`src/rtl/param_up_down_counter.sv`:
```
// param_up_down_counter
//   Synchronous up/down modulo counter with parallel load, a combinational
//   terminal-count flag and a registered one-cycle boundary-event pulse.
//
//   Build option: define COUNTER_SAT_EN to make boundary steps saturate
//   (hold at MAX going up, hold at 0 going down) instead of wrapping. The
//   port list is identical in both builds.
//
// Parameters
//   WIDTH     counter bit width (2..32)
//   MAX       highest count value (1..2**WIDTH-1), default all ones
//
// Ports
//   clk       single clock, rising edge
//   rst_n     asynchronous active-low reset (count=0, wrap=0)
//   en        count enable
//   up_dn     direction: 1 = up, 0 = down
//   load      synchronous load strobe, takes priority over en
//   load_val  value to load, clamped to MAX
//   count     registered count value
//   tc        terminal count: count at the boundary for the current direction
//   wrap      registered pulse on each boundary step (wrapped or blocked)

module param_up_down_counter #(
   parameter int unsigned      WIDTH = 4,
   parameter logic [WIDTH-1:0] MAX   = {WIDTH{1'b1}}
) (
   input  logic             clk,
   input  logic             rst_n,
   input  logic             en,
   input  logic             up_dn,
   input  logic             load,
   input  logic [WIDTH-1:0] load_val,
   output logic [WIDTH-1:0] count,
   output logic             tc,
   output logic             wrap
);

   logic [WIDTH-1:0] count_q, count_d;
   logic             wrap_q, wrap_d;

   logic at_max;
   logic at_zero;

   assign at_max  = (count_q == MAX);
   assign at_zero = (count_q == '0);

   always_comb begin
      count_d = count_q;
      wrap_d  = 1'b0;
      if (load) begin
         count_d = (load_val > MAX) ? MAX : load_val;
      end else if (en) begin
         if (up_dn) begin
            if (at_max) begin
               wrap_d = 1'b1;
`ifdef COUNTER_SAT_EN
               count_d = MAX;
`else
               count_d = '0;
`endif
            end else begin
               // count_q < MAX <= all ones, so +1 cannot overflow WIDTH bits
               count_d = count_q + 1'b1;
            end
         end else begin
            if (at_zero) begin
               wrap_d = 1'b1;
`ifdef COUNTER_SAT_EN
               count_d = '0;
`else
               count_d = MAX;
`endif
            end else begin
               count_d = count_q - 1'b1;
            end
         end
      end
   end

   always_ff @(posedge clk or negedge rst_n) begin
      if (!rst_n) begin
         count_q <= '0;
         wrap_q  <= 1'b0;
      end else begin
         count_q <= count_d;
         wrap_q  <= wrap_d;
      end
   end

   assign count = count_q;
   assign wrap  = wrap_q;
   // Independent of en so the flag can be used to anticipate the boundary step
   assign tc    = up_dn ? at_max : at_zero;

endmodule
```
`config.mk`:
```
export PLATFORM = sky130hd
export DESIGN_NAME = param_up_down_counter
export DESIGN_NICKNAME = d
export VERILOG_FILES = /design/src/rtl/param_up_down_counter.sv
export SDC_FILE = /design/constraint.sdc
export NUM_CORES = 1
export LEC_CHECK = 0
export BUFFER_PORTS_ARGS = -buffer_cell sky130_fd_sc_hd__buf_4
export CELL_PAD_IN_SITES_DETAIL_PLACEMENT = 1
export CELL_PAD_IN_SITES_GLOBAL_PLACEMENT = 2
export CORE_UTILIZATION = 24
export CTS_CLUSTER_DIAMETER = 150
export DETAILED_ROUTE_END_ITERATION = 10
export GPL_TIMING_DRIVEN = 0
export MAX_ROUTING_LAYER = met4
export PLACE_DENSITY = 0.81
export SLEW_MARGIN = 20
export SYNTH_ARGS = -nofsm -noshare
export SYNTH_HDL_FRONTEND = slang
export SYNTH_SLANG_ARGS = --single-unit
```
`constraint.sdc`:
```
create_clock -name clk -period 1.7 [get_ports clk]
set_clock_uncertainty 0.05 [all_clocks]
set_input_delay 0.085 -clock clk [delete_from_list [all_inputs] [get_ports clk]]
set_output_delay 0.085 -clock clk [all_outputs]
set_load 0.05 [all_outputs]
```
==> flow_metrics.env <==
export IMPL_status="complete, no violations"
export IMPL_antenna_found_initial=0
export IMPL_cts_buffer_depth=2
export IMPL_wl_um=949
export IMPL_synth_top_family_by_area="compound AO/OA/AOI/OAI gates"
export IMPL_worstReg2RegStart="count[2]"
export IMPL_worstPathRequired_ps=1560
export IMPL_min_to="count[3]"
export IMPL_grt_pass1_wl_mm=1.656
export IMPL_whs_ps=19.46
export IMPL_startpoint_type="flip-flop"
export IMPL_hold_depth=3
export IMPL_overflow=0
export IMPL_row_count=13
export IMPL_avgRoutedWirePerCell_um=12.65
export IMPL_reg2reg_depth=4
export IMPL_drv_slew=0
export IMPL_ys_ff_latch=5
export IMPL_io_pin_count=15
export IMPL_fin_tns_setup_ps=0
export IMPL_fp_dieW_um=40.88
export IMPL_first_pass_iters=3
export IMPL_drtIter0Drc=4
export IMPL_crit_arrival_ps=1450
export IMPL_cts_tree="built"
export IMPL_clkTransAtPathRegs_ps=40
export IMPL_worst_slew_pin_slew_ps=321.5
export IMPL_nets=72
export IMPL_drive_gt1_share_pct=43.33
export IMPL_clkSinkCount=5
export IMPL_synth_xor_area_share_pct=7.241
export IMPL_grt_max_degree=10
export IMPL_synth_fa_ha_area_share_pct=6.897
export IMPL_syn_area_per_cell_sq_um=9.071
export IMPL_yosys_area_share_simple_pct=19.66
export IMPL_via_count=367
export IMPL_antenna_left=0
export IMPL_syn_nets=51
export IMPL_antennaDiodeCount=0
export IMPL_place_gp_congestion=0.6672
export IMPL_clk_latency_ps=250
export IMPL_post_cts_resize_count=0
export IMPL_rsz0062_at_grt="no"
export IMPL_viasPerCell=4.893
export IMPL_netlist_area_sq_um=362.8
export IMPL_min_period_ps=1581
export IMPL_yosysSeqAreaShare_pct=34.48
export IMPL_relSlewSlack_pct=78.56
export IMPL_total_power_uw=521.0
export IMPL_die_h_um=40.88
export IMPL_area_delta_synth_final_pct=57.59
export IMPL_coreArea_sq_mm=0.001350
export IMPL_instances_no_fill=75
export IMPL_place_inst=68
export IMPL_final_hold_violation_count=0
export IMPL_syn_inst=40
export IMPL_setup_violations=0
export IMPL_max_cap_viol_count=0
export IMPL_layout_worst_path_cycle_share_pct=92.99
export IMPL_worstSetupPathType="reg -> out"
export IMPL_fmax_mhz=632.5
export IMPL_hold_class="in -> reg"
export IMPL_r2r_slack_ps=250
export IMPL_post_cts_buffers=0
export IMPL_synthMuxAreaShare_pct=2.759
export IMPL_synth_compound_area_share_pct=22.76
export IMPL_p_leak_nw=0.2528
export IMPL_min_from="load_val[3]"
export IMPL_initial_core_util_pct=26.88
export IMPL_cts_buffers=3
export IMPL_crit_fanout=8
export IMPL_h_tree_depth=1
export IMPL_port_buffers=13
export IMPL_dp_hpwl_um=735.5
export IMPL_timing_rr_end="count[3]"
export IMPL_first_global_vias=376
export IMPL_track_usage_pct=16.36
export IMPL_die_area_sq_mm=0.001671
export IMPL_vdd_drop_max_mv=0.4132
export IMPL_yosysUniqueCellTypes=22
export IMPL_cp_end_kind="output port"
export IMPL_p_per_area_mw_per_mm2=911.1
export IMPL_drcViolationCount=0
export IMPL_ys_warnings_count=0
export IMPL_root_buffer="clkbuf_4"
==> metrics by stage <==
| stage | instance area (sq um) | setup slack, ps | util, % |
|---|---|---|---|
| detailed placement | 515.5 | 241.1 | 38.18 |
| global route | 571.8 | 36.46 | 42.35 |
| finish | 571.8 | 119.1 | 42.35 |
| CTS | 571.8 | 92.70 | 42.35 |
| floorplan | 399.1 | 9.302 | - |
| global placement | 515.5 | 259.9 | 38.18 |
==> power breakdown <==
part / internal, mW / leakage, nW / switching [mW]
Combinational: 0.0970 / 0.178 / 0.121
Sequential: 0.134 / 0.0600 / 0.0269
Clock: 0.0890 / 0.0150 / 0.0525
Total: 0.320 / 0.253 / 0.201
==> worst max path at each step <==
stage,startpoint,to,slack [ps],depth (start not counted)
5_1_grt,count[0],tc,40,5
2_1_floorplan,count[0],wrap,9,5
4_1_cts,count[0],tc,90,5
3_3_place_gp,count[2],count[3],260,4
6_report,count[0],tc,120,5
3_5_place_dp,count[2],count[3],240,4
==> cells by family after synthesis <==
kind of cell / Yosys count
multiplexers: 1
AO/OA/AOI/OAI: 12
adder cells (fa/ha/maj): 2
flip-flops: 5
AND/OR/NAND/NOR: 13
XOR/XNOR: 3
buffers and inverters: 4
==> layout by cell type, fill, tap and decap left out <==
master,netlist,routed
nand3_1,1,1
nor3b_1,1,1
nand2b_4,0,1
o31ai_1,2,1
o21ai_0,4,4
xnor2_1,3,3
o31ai_4,0,1
nand4_1,1,1
buf_6,1,1
nor2b_1,1,1
dlygate4sd3_1,0,3
ha_4,0,1
a21o_1,1,1
clkbuf_1,1,2
or3_4,1,1
dfrtp_2,0,2
nor2_1,1,1
a221oi_2,1,1
inv_2,0,2
clkbuf_4,0,3
nand2_1,5,5
nand2b_1,2,1
a21oi_1,2,2
dfrtp_1,5,3
a21boi_0,1,1
mux2i_1,1,1
buf_4,0,13
o21bai_1,1,1
ha_1,2,1
==> state kept, by name (all words and copies together) (netlist names) <==
| register | flops |
|---|---|
| count | 4 |
| wrap | 1 |
==> final cells by class <==
| type | count | area, sq um |
|---|---|---|
| Inverter | 2 | 7.507 |
| Timing Repair Buffer | 16 | 127.6 |
| Multi-Input combinational cell | 31 | 249.0 |
| Buffer | 2 | 15.01 |
| Tap cell | 15 | 18.77 |
| Clock buffer | 4 | 26.28 |
| Fill cell | 160 | 778.2 |
| Sequential cell | 5 | 127.6 |
==> synthesized netlist by cell type <==
| cell type | number | area, sq um |
|---|---|---|
| a221oi_2 | 1 | 15.01 |
| a21o_1 | 1 | 7.510 |
| nand4_1 | 1 | 6.260 |
| nor3b_1 | 1 | 7.510 |
| ha_1 | 2 | 25.02 |
| o31ai_1 | 2 | 15.01 |
| a21oi_1 | 2 | 10.01 |
| nand2b_1 | 2 | 12.51 |
| nor2_1 | 1 | 3.750 |
| o21ai_0 | 4 | 20.02 |
| nand2_1 | 5 | 18.77 |
| mux2i_1 | 1 | 10.01 |
| or3_4 | 1 | 11.26 |
| dfrtp_1 | 5 | 125.1 |
| a21boi_0 | 1 | 7.510 |
| nor2b_1 | 1 | 6.260 |
| clkbuf_1 | 1 | 3.750 |
| nand3_1 | 1 | 5.000 |
| o21bai_1 | 1 | 7.510 |
| buf_6 | 1 | 11.26 |
| xnor2_1 | 3 | 26.28 |
| inv_1 | 2 | 7.510 |
==> layer usage <==
metal  wire [um]  vias up  global-route usage (%)
met2         490       12                   26.56
met3          42        2                   6.522
met4          14        0                   7.500
met5           0        -                       -
li1            -      181                       -
met1         401      172                   17.21
==> repair_timing <==
| action | 4_1_cts | 5_1_grt |
|---|---|---|
| hold buffers | 3 | 0 |
| setup endpoints to repair | 0 | 0 |
| endpoints found under the hold margin | 7 | 0 |
==> critical path, cell delays in order (launching register included) <==
cell      delay (ps)
dfrtp_2          460
inv_2             90
ha_4             140
nand2b_4          60
o31ai_4          220
buf_4            230
Note: power is estimated with default switching activity, not from simulation.
